## config.mk

```make
export PLATFORM = sky130hd
export DESIGN_NAME = mips_ma
export DESIGN_NICKNAME = d
export VERILOG_FILES = /design/src/rtl/mips_pkg.sv /design/src/rtl/mips_lane.sv /design/src/rtl/mips_ma.sv
export SDC_FILE = /design/constraint.sdc
export NUM_CORES = 1
export LEC_CHECK = 0
export CAP_MARGIN = 20
export CORE_MARGIN = 2
export CORE_UTILIZATION = 49
export CTS_BUF_LIST = sky130_fd_sc_hd__clkbuf_16
export CTS_CLUSTER_DIAMETER = 60
export DETAILED_ROUTE_END_ITERATION = 16
export PLACE_DENSITY = 0.82
export SLEW_MARGIN = 5
export SYNTH_ARGS = -nofsm -noshare
export SYNTH_HDL_FRONTEND = slang
export SYNTH_SLANG_ARGS = --single-unit
```

## constraint.sdc

```tcl
create_clock -name clock -period 8.3 [get_ports clock]
set_clock_uncertainty 0.15 [all_clocks]
set_input_delay 1.245 -clock clock [delete_from_list [all_inputs] [get_ports clock]]
set_output_delay 1.245 -clock clock [all_outputs]
set_load 0.03 [all_outputs]
```

## src/rtl/mips_pkg.sv

```systemverilog
// Shared encodings for the MIPS I memory-access stage: operation kinds,
// access sizes and the stage FSM states.
package mips_pkg;

  typedef enum logic [1:0] {
    MA_ALU   = 2'd0,
    MA_LOAD  = 2'd1,
    MA_STORE = 2'd2,
    MA_NOP   = 2'd3
  } kind_t;

  // Size code 2 is reserved and decodes as a word access.
  localparam logic [1:0] SZ_BYTE = 2'd0;
  localparam logic [1:0] SZ_HALF = 2'd1;
  localparam logic [1:0] SZ_WORD = 2'd3;

  typedef enum logic {
    ST_IDLE = 1'b0,
    ST_BUS  = 1'b1
  } ma_state_t;

endpackage

```

## src/rtl/mips_lane.sv

```systemverilog
// Byte-lane steering: byte enables and replicated write data for stores,
// lane selection plus sign/zero extension for loads, and alignment check.
module mips_lane
  import mips_pkg::*;
#(
  parameter bit BIG_ENDIAN = 1'b0
) (
  input  logic [1:0]  size,
  input  logic        sign,
  input  logic [1:0]  addr,
  input  logic [31:0] wdata_in,
  input  logic [31:0] rdata,
  output logic [3:0]  be,
  output logic [31:0] wdata,
  output logic [31:0] load_val,
  output logic        misaligned
);

  logic [1:0]  w_lane;
  logic        w_hi;
  logic [7:0]  w_byte;
  logic [15:0] w_half;

  assign w_lane = addr ^ (BIG_ENDIAN ? 2'd3 : 2'd0);
  assign w_hi   = addr[1] ^ BIG_ENDIAN;
  assign w_byte = rdata[{w_lane, 3'b000} +: 8];
  assign w_half = w_hi ? rdata[31:16] : rdata[15:0];

  always_comb begin
    be         = 4'b1111;
    wdata      = wdata_in;
    load_val   = rdata;
    misaligned = |addr;
    case (size)
      SZ_BYTE: begin
        be         = 4'b0001 << w_lane;
        wdata      = {4{wdata_in[7:0]}};
        load_val   = {{24{sign & w_byte[7]}}, w_byte};
        misaligned = 1'b0;
      end
      SZ_HALF: begin
        be         = w_hi ? 4'b1100 : 4'b0011;
        wdata      = {2{wdata_in[15:0]}};
        load_val   = {{16{sign & w_half[15]}}, w_half};
        misaligned = addr[0];
      end
      default: ;
    endcase
  end

endmodule

```

## src/rtl/mips_ma.sv

```systemverilog
// MIPS I memory-access / write-back stage: one outstanding req/ack bus
// transaction at a time, lane alignment, load extension and address errors.
module mips_ma
  import mips_pkg::*;
#(
  parameter bit BIG_ENDIAN = 1'b0
) (
  input  logic        clock,
  input  logic        reset,
  input  logic        valid,
  input  logic [1:0]  kind,
  input  logic [1:0]  size,
  input  logic        sign,
  input  logic [31:0] D,
  input  logic [31:0] T,
  input  logic [4:0]  rd,
  output logic        stall,
  output logic        mem_req,
  output logic        mem_we,
  output logic [31:0] mem_addr,
  output logic [3:0]  mem_be,
  output logic [31:0] mem_wdata,
  input  logic        mem_ack,
  input  logic [31:0] mem_rdata,
  output logic        wb_en,
  output logic [4:0]  wb_reg,
  output logic [31:0] wb_data,
  output logic        adel,
  output logic        ades,
  output logic [31:0] bad_va,
  output ma_state_t   dbg_state
);

  ma_state_t   r_state;
  logic        r_is_load;
  logic        r_ld_sign;
  logic [1:0]  r_ld_size;
  logic [1:0]  r_ld_lo;
  logic [4:0]  r_ld_rd;

  logic        w_accept, w_done;
  logic [3:0]  w_acc_be, w_ld_be;
  logic [31:0] w_acc_wdata, w_acc_load, w_ld_wdata, w_ld_val;
  logic        w_acc_mis, w_ld_mis;
  logic        w_unused_lane;

  assign stall     = (r_state == ST_BUS) && !mem_ack;
  assign w_accept  = valid && !stall;
  assign w_done    = (r_state == ST_BUS) && mem_ack;
  assign dbg_state = r_state;

  // Accept side works on the incoming operation; load side on the op in flight.
  mips_lane #(.BIG_ENDIAN(BIG_ENDIAN)) u_lane_acc (
    .size(size), .sign(sign), .addr(D[1:0]), .wdata_in(T), .rdata(mem_rdata),
    .be(w_acc_be), .wdata(w_acc_wdata), .load_val(w_acc_load), .misaligned(w_acc_mis)
  );

  mips_lane #(.BIG_ENDIAN(BIG_ENDIAN)) u_lane_ld (
    .size(r_ld_size), .sign(r_ld_sign), .addr(r_ld_lo), .wdata_in(T), .rdata(mem_rdata),
    .be(w_ld_be), .wdata(w_ld_wdata), .load_val(w_ld_val), .misaligned(w_ld_mis)
  );

  assign w_unused_lane = ^{w_acc_load, w_ld_be, w_ld_wdata, w_ld_mis};

  always_ff @(posedge clock or posedge reset) begin
    if (reset) begin
      r_state   <= ST_IDLE;
      r_is_load <= 1'b0;
      r_ld_sign <= 1'b0;
      r_ld_size <= 2'd0;
      r_ld_lo   <= 2'd0;
      r_ld_rd   <= 5'd0;
      mem_req   <= 1'b0;
      mem_we    <= 1'b0;
      mem_addr  <= 32'd0;
      mem_be    <= 4'd0;
      mem_wdata <= 32'd0;
      wb_en     <= 1'b0;
      wb_reg    <= 5'd0;
      wb_data   <= 32'd0;
      adel      <= 1'b0;
      ades      <= 1'b0;
      bad_va    <= 32'd0;
    end else begin
      wb_en <= 1'b0;
      adel  <= 1'b0;
      ades  <= 1'b0;
      if (w_done) begin
        mem_req <= 1'b0;
        r_state <= ST_IDLE;
      end
      if (w_accept) begin
        case (kind_t'(kind))
          MA_ALU: begin
            wb_en   <= (rd != 5'd0);
            wb_reg  <= rd;
            wb_data <= D;
          end
          MA_LOAD, MA_STORE: begin
            if (w_acc_mis) begin
              adel   <= (kind_t'(kind) == MA_LOAD);
              ades   <= (kind_t'(kind) == MA_STORE);
              bad_va <= D;
            end else begin
              mem_req   <= 1'b1;
              mem_we    <= (kind_t'(kind) == MA_STORE);
              mem_addr  <= {D[31:2], 2'b00};
              mem_be    <= w_acc_be;
              mem_wdata <= w_acc_wdata;
              r_state   <= ST_BUS;
              r_is_load <= (kind_t'(kind) == MA_LOAD);
              r_ld_sign <= sign;
              r_ld_size <= size;
              r_ld_lo   <= D[1:0];
              r_ld_rd   <= rd;
            end
          end
          default: ;
        endcase
      end
      // A completing load owns the single write port if an ALU op lands in its ack cycle.
      if (w_done && r_is_load) begin
        wb_en   <= (r_ld_rd != 5'd0);
        wb_reg  <= r_ld_rd;
        wb_data <= w_ld_val;
      end
    end
  end

endmodule

```

* Word level (Yosys, flattened, before mapping)
Cells that the tools add are included.
** Operators by class
- Mux-type cells :: 29
- Eq/ne operators :: 4
- Reductions and logical operators :: 18
- Shifts and indexed selects :: 2
- Bitwise logic cells :: 3
** Operators by type and width (number)
- $pmux W32 S2 :: 2
- $mux W32 :: 3
- $shiftx A32 B6 Y8 :: 1
- $mux W1 :: 17
- $mux W16 :: 1
- $mux W5 :: 3
- $reduce_bool A5 Y1 :: 2
- $pmux W4 S2 :: 1
- $eq A2 B1 Y1 const B :: 3
- $logic_not A2 Y1 :: 3
- $reduce_and A3 Y1 :: 2
- $logic_and A1 B1 Y1 :: 4
- $mux W4 :: 1
- $reduce_bool A2 Y1 :: 2
- $reduce_or A2 Y1 :: 2
- $shl A1 B2 Y4 const A :: 1
- $and A1 B1 Y1 :: 2
- $eq A2 B2 Y1 const B :: 1
- $logic_not A1 Y1 :: 2
- $pmux W1 S2 :: 1
- $reduce_and A2 Y1 :: 1
- $not A1 Y1 :: 1
** Word-level totals
- Output and inout bits :: 144
- Flip-flop bits (word level) :: 152
- Bits of input ports :: 110

* Logic depth before layout (Yosys ltp)
- Word-level depth :: 6
- Mapped depth :: 7
- Depth with buffers taken out :: 5

* Cells and area by module
A second synthesis with hierarchy kept.
** Unflattened totals
- Cells, all modules :: 749
- Area, all modules :: 8592.0 um^2
** By module, submodules not included
- mips_ma :: instances 1, area each 6009.5 um^2, seq. area each 3803.6 um^2, cells an instance 401
- mips_lane :: instances 2, area each 1291.2 um^2, seq. area each 0.0 um^2, cells an instance 174

* Least setup slack after synthesis
Ideal clock, no wire load.
- Kind :: input to output
- Start point :: in mem_ack
- End point :: out stall
- Required time :: 6.905 ns
- Buffers on the path :: 0
- Slack :: 5.217 ns
- Arrival time :: 1.688 ns
- Stages :: 2
- Cell sequence :: nand2b_1 > inv_1
** On the way
- Longest elaborated chain between the ends :: 2
** Ends and longest elaborated chain
- start, declared :: RTL line mips_ma.sv:23 : input logic mem_ack,
- $logic_not A1 Y1 :: RTL line mips_ma.sv:47 : assign stall = (r_state == ST_BUS) && !mem_ack;
- $logic_and A1 B1 Y1 :: RTL line mips_ma.sv:47
- end, declared :: RTL line mips_ma.sv:17 : output logic stall,
Every way passes these cells.

* Final worst setup path
Ends and elaborated chain as after synthesis.

==> results.txt <==
* Final-report setup violation count: 0
* Global route hottest layer: met2
* Sequential fraction of the synthesis area: a little over half
- Cells traversed along the worst timing path: clkdlybuf4s50_1, nand2b_1, inv_1, clkdlybuf4s50_1
- Root Driver: sky130_fd_sc_hd__clkbuf_16
- Leading post-synthesis cells by cell area: sky130_fd_sc_hd__dfrtp_1 (53%), sky130_fd_sc_hd__mux2_4 (10%), sky130_fd_sc_hd__mux2i_1 (6.5%)
* Reported net switching power: about 1.2 mW
- DIE WIDTH: between 100 and 150 µm
- Post-synthesis instance area: between 7000 and 8000 µm²
- Cell taking the most area after synthesis: sky130_fd_sc_hd__dfrtp_1
- Port Buffers: roughly 250
- Least-Margin Pin Slew: 1.01 ns
- At the worst endpoint, the required time is 6.90 ns.
* First-pass GRT wire length: 32800 µm
- Dividing total power by cell area gives a power density of between 300 and 400 nW/µm².
- The via count of the first global-routing pass is a little under 6000.
- Inserted Diodes: 0
* Async S/R FF share, synth: between 90% and 100%
- Dominant register cell in the synthesized netlist: sky130_fd_sc_hd__dfrtp_1
- Max-slew headroom: roughly a third
* Result of the run: finished clean
- Of all nets on the critical path, the largest fanout is 7.
* Met3 Use GR: 7.73%
* Number of violations of the max-capacitance limit: 0
* Core Rows: 44
- Counting the buffers created by CTS gives 17.
- In the final timing run, aggregate negative setup slack is 0 ns.
* Chip Height: between 100 and 150 µm
* Count of final max-slew check failures: 0
- Counting distinct cell types in the post-synthesis netlist gives 43.
- Met1 Usage GRT: about a third
- Hold WC Path Type: flip-flop to flip-flop
* Path type of the worst setup path: input port to output pin
- The number of antenna violations at the first check in global routing was 0.
- The pre-antenna-repair detailed-routing pass consisted of 5 iterations.
- The number of hold buffers added after CTS was 0.
- Placed wire-length estimate after detailed placement: approximately 15000 µm
- Kind of start point of the critical path: input port
- For this run, the number of Yosys warnings is 0.
* Mapped Cells: ~600
- Of the total power, registers draw a little over a third.
- Post-DRT Antenna Nets: 0
* Static leakage power: 4.56 nW
- Average vias per placed instance: between 5 and 6
* Combinational fraction of design power: between 40 and 50%
- The slowest stage of the critical path belongs to the cell sky130_fd_sc_hd__clkdlybuf4s50_1.
- Final weighted congestion of routability-driven global placement: 0.835
* Setup repair after global routing missed its margin: no
- Max Clock Freq: approximately 240 MHz
- Time the worst path needs with I/O delays and setup: 4.23 ns
- For this run, the total global-route usage over all layers was measured as a little over a quarter.
- The critical path contains buffers and inverters numbering 3 combined.
* Global route total overflow: 0
- Global routing consumed, on the met2 layer, a little under half of the routing resources.
- Post-CTS repair changed the size of 0 cells.
- After clock tree synthesis, the setup repair step added 0 buffers.
* Hold Vio Cnt, Final: 0
- Number of sinks handled by clock tree synthesis: between 150 and 200
- Ratio of cells with drive above 1 in the final layout: 11.9%
- Area share of the largest cell type after synthesis: 53.4%
- Data arrives at the worst endpoint at roughly 2.8 ns.
* Max rail drop VDD: approximately 0.17 mV
* Routed wirelength normalized by instance count: 20.4 µm
- Count of nets after finishing: between 900 and 1000
- Avg Synthesized Cell Area: between 10 and 15 µm²
* Crit-path max cell delay: approximately 0.67 ns
- Layout-stage area growth over the synthesis result: 44.1%
- Counting flops with a built-in enable in the synthesized netlist gives 0.
- Final critical-path share of the clock period: 50.9%
- In the routed design, unresolved DRC markers number 0.
- In this run, the number of DRC markers left after iteration 0 of detailed routing was about 310.
* Internal: between 2 and 2.5 mW
* CP endpoint kind: output pin
- Bufs on Longest Clock Path: 2
* Starting density of the core: about half
- TritonCTS built the clock tree.
- Pin count of the biggest net entering global routing: between 90 and 100
- Die Outline Area: 15500 µm²
* Clock-pin transition on the worst setup and hold timing paths: around 0.060 ns
- Top flop regs: bad_va: 32 flops, mem_wdata: 32 flops, wb_data: 32 flops
* Via count: ~5700
- #FFs+latches synth: around 150
- Crit path top cell by count: sky130_fd_sc_hd__clkdlybuf4s50_1
- The clock network burns between 20% and 30% of the power.
- Net switching is between 30% and 40% of the power.
* Tightest hold margin: 0.336 ns
* Latest clock arrival within the worst-skew pair: about 0.42 ns
- Largest delay share family, worst path: buffers and inverters
* Core area: between 10000 and 15000 µm²
- Top Ports: approximately 250
- The routed design has ~21000 µm of wire.
* H-tree levels: 4
-- power by group through the flow --
stage / logic, mW / clock network (mW) / registers, mW
2_1_floorplan: 0.380 / 0 / 1.50
3_3_place_gp: 1.33 / 0 / 1.11
3_5_place_dp: 1.35 / 0 / 1.13
4_1_cts: 1.35 / 0.736 / 1.12
5_1_grt: 1.41 / 0.766 / 1.15
6_report: 1.35 / 0.727 / 1.12
-- worst reg2reg max path, delay by kind of cell, from the launching register on --
family,cells,cell delay [ns]
buffers and inverters,1,0.44
DFF,1,0.98
AOI/OAI and AO/OA,2,0.87
-- placed cells by master, fill, tap and decap left out, types with 5 or more instances in the layout --
| cell type | Yosys | routed |
|---|---|---|
| sky130_fd_sc_hd__clkdlybuf4s50_1 | 0 | 251 |
| sky130_fd_sc_hd__clkbuf_16 | 0 | 17 |
| sky130_fd_sc_hd__mux2_4 | 48 | 48 |
| sky130_fd_sc_hd__o21ai_0 | 8 | 8 |
| sky130_fd_sc_hd__buf_4 | 4 | 5 |
| sky130_fd_sc_hd__mux2i_1 | 46 | 46 |
| sky130_fd_sc_hd__a32oi_1 | 16 | 16 |
| sky130_fd_sc_hd__o21ai_1 | 33 | 33 |
| sky130_fd_sc_hd__a31oi_1 | 5 | 5 |
| sky130_fd_sc_hd__nand2_1 | 99 | 99 |
| sky130_fd_sc_hd__dfrtp_1 | 152 | 152 |
| sky130_fd_sc_hd__a221oi_2 | 8 | 8 |
| sky130_fd_sc_hd__nor3_1 | 9 | 9 |
| sky130_fd_sc_hd__nor2_1 | 15 | 15 |
| sky130_fd_sc_hd__mux2_1 | 32 | 32 |
| sky130_fd_sc_hd__clkinv_1 | 0 | 6 |
| sky130_fd_sc_hd__inv_1 | 7 | 7 |
| sky130_fd_sc_hd__or3_1 | 8 | 8 |
| sky130_fd_sc_hd__o22ai_1 | 7 | 7 |
| sky130_fd_sc_hd__a21oi_1 | 22 | 22 |
| sky130_fd_sc_hd__nand2b_1 | 11 | 11 |
-- routing by layer --
layer	part of all wire, %	vias to the layer above
li1	-	2574
met1	41	2885
met2	50	244
met5	0	-
met3	6.8	34
met4	2.4	0
-- kinds of logic (layout without fill, tap and decap cells) --
family | Yosys count | after routing | synth area share [%]
simple gates | 157 | 157 | 9.97
flops | 152 | 152 | 53.4
mux | 128 | 128 | 22.0
compound gates | 106 | 106 | 10.3
buf+inv | 50 | 295 | 3.81
fa+ha+maj | 3 | 3 | 0.527
other cells | 1 | 2 | 0.0526
-- through the flow --
| step | total power, mW | instances | area (µm²) | setup slack (ns) | utilization, % |
|---|---|---|---|---|---|
| 5_1_grt | 3.32 | 1027 | 10300 | 4.01 | 71.5 |
| 3_5_place_dp | 2.48 | 996 | 9700 | 4.08 | 67.5 |
| 2_1_floorplan | 1.88 | 598 | 7130 | 2.81 | - |
| 6_report | 3.19 | 1027 | 10300 | 4.08 | 71.5 |
| 3_3_place_gp | 2.44 | 996 | 9700 | 4.09 | 67.5 |
| 4_1_cts | 3.21 | 1026 | 10200 | 4.07 | 71.3 |
-- cells in the mapped netlist (5+ instances only) --
cell	count
sky130_fd_sc_hd__nor2_1	15
sky130_fd_sc_hd__buf_6	7
sky130_fd_sc_hd__mux2_4	48
sky130_fd_sc_hd__or3_1	8
sky130_fd_sc_hd__dfrtp_1	152
sky130_fd_sc_hd__mux2i_1	46
sky130_fd_sc_hd__a21oi_1	22
sky130_fd_sc_hd__a221oi_2	8
sky130_fd_sc_hd__buf_2	13
sky130_fd_sc_hd__a32oi_1	16
sky130_fd_sc_hd__a31oi_1	5
sky130_fd_sc_hd__o21ai_0	8
sky130_fd_sc_hd__inv_1	7
sky130_fd_sc_hd__mux2_1	32
sky130_fd_sc_hd__o22ai_1	7
sky130_fd_sc_hd__nor3_1	9
sky130_fd_sc_hd__clkbuf_1	14
sky130_fd_sc_hd__nand2_1	99
sky130_fd_sc_hd__o21ai_1	33
sky130_fd_sc_hd__nand2b_1	11
-- final timing paths --
path / startpoint / end / slack (ns) / depth (start not counted)
setup / recovery: mem_ack / stall / 4.08 / 4
setup reg to reg: r_ld_size[1] / wb_data[30] / 5.69 / 3
min in group asynchronous: reset / mem_be[3] / 1.21 / 2
hold / removal: mem_wdata[12] / mem_wdata[12] / 0.34 / 2
max in group asynchronous: reset / r_ld_size[1] / 5.42 / 3
hold reg to reg: mem_wdata[12] / mem_wdata[12] / 0.34 / 2
-- layout make-up --
type	count	area [µm²]
clock inverters	13	114
clock buffers	17	425
well taps	184	230
flip-flops and latches	152	3800
multi-input cells	396	3090
inverters	8	35.0
fillers	991	4100
repair buffers	257	2580
Power figures use the tool's default switching activity.
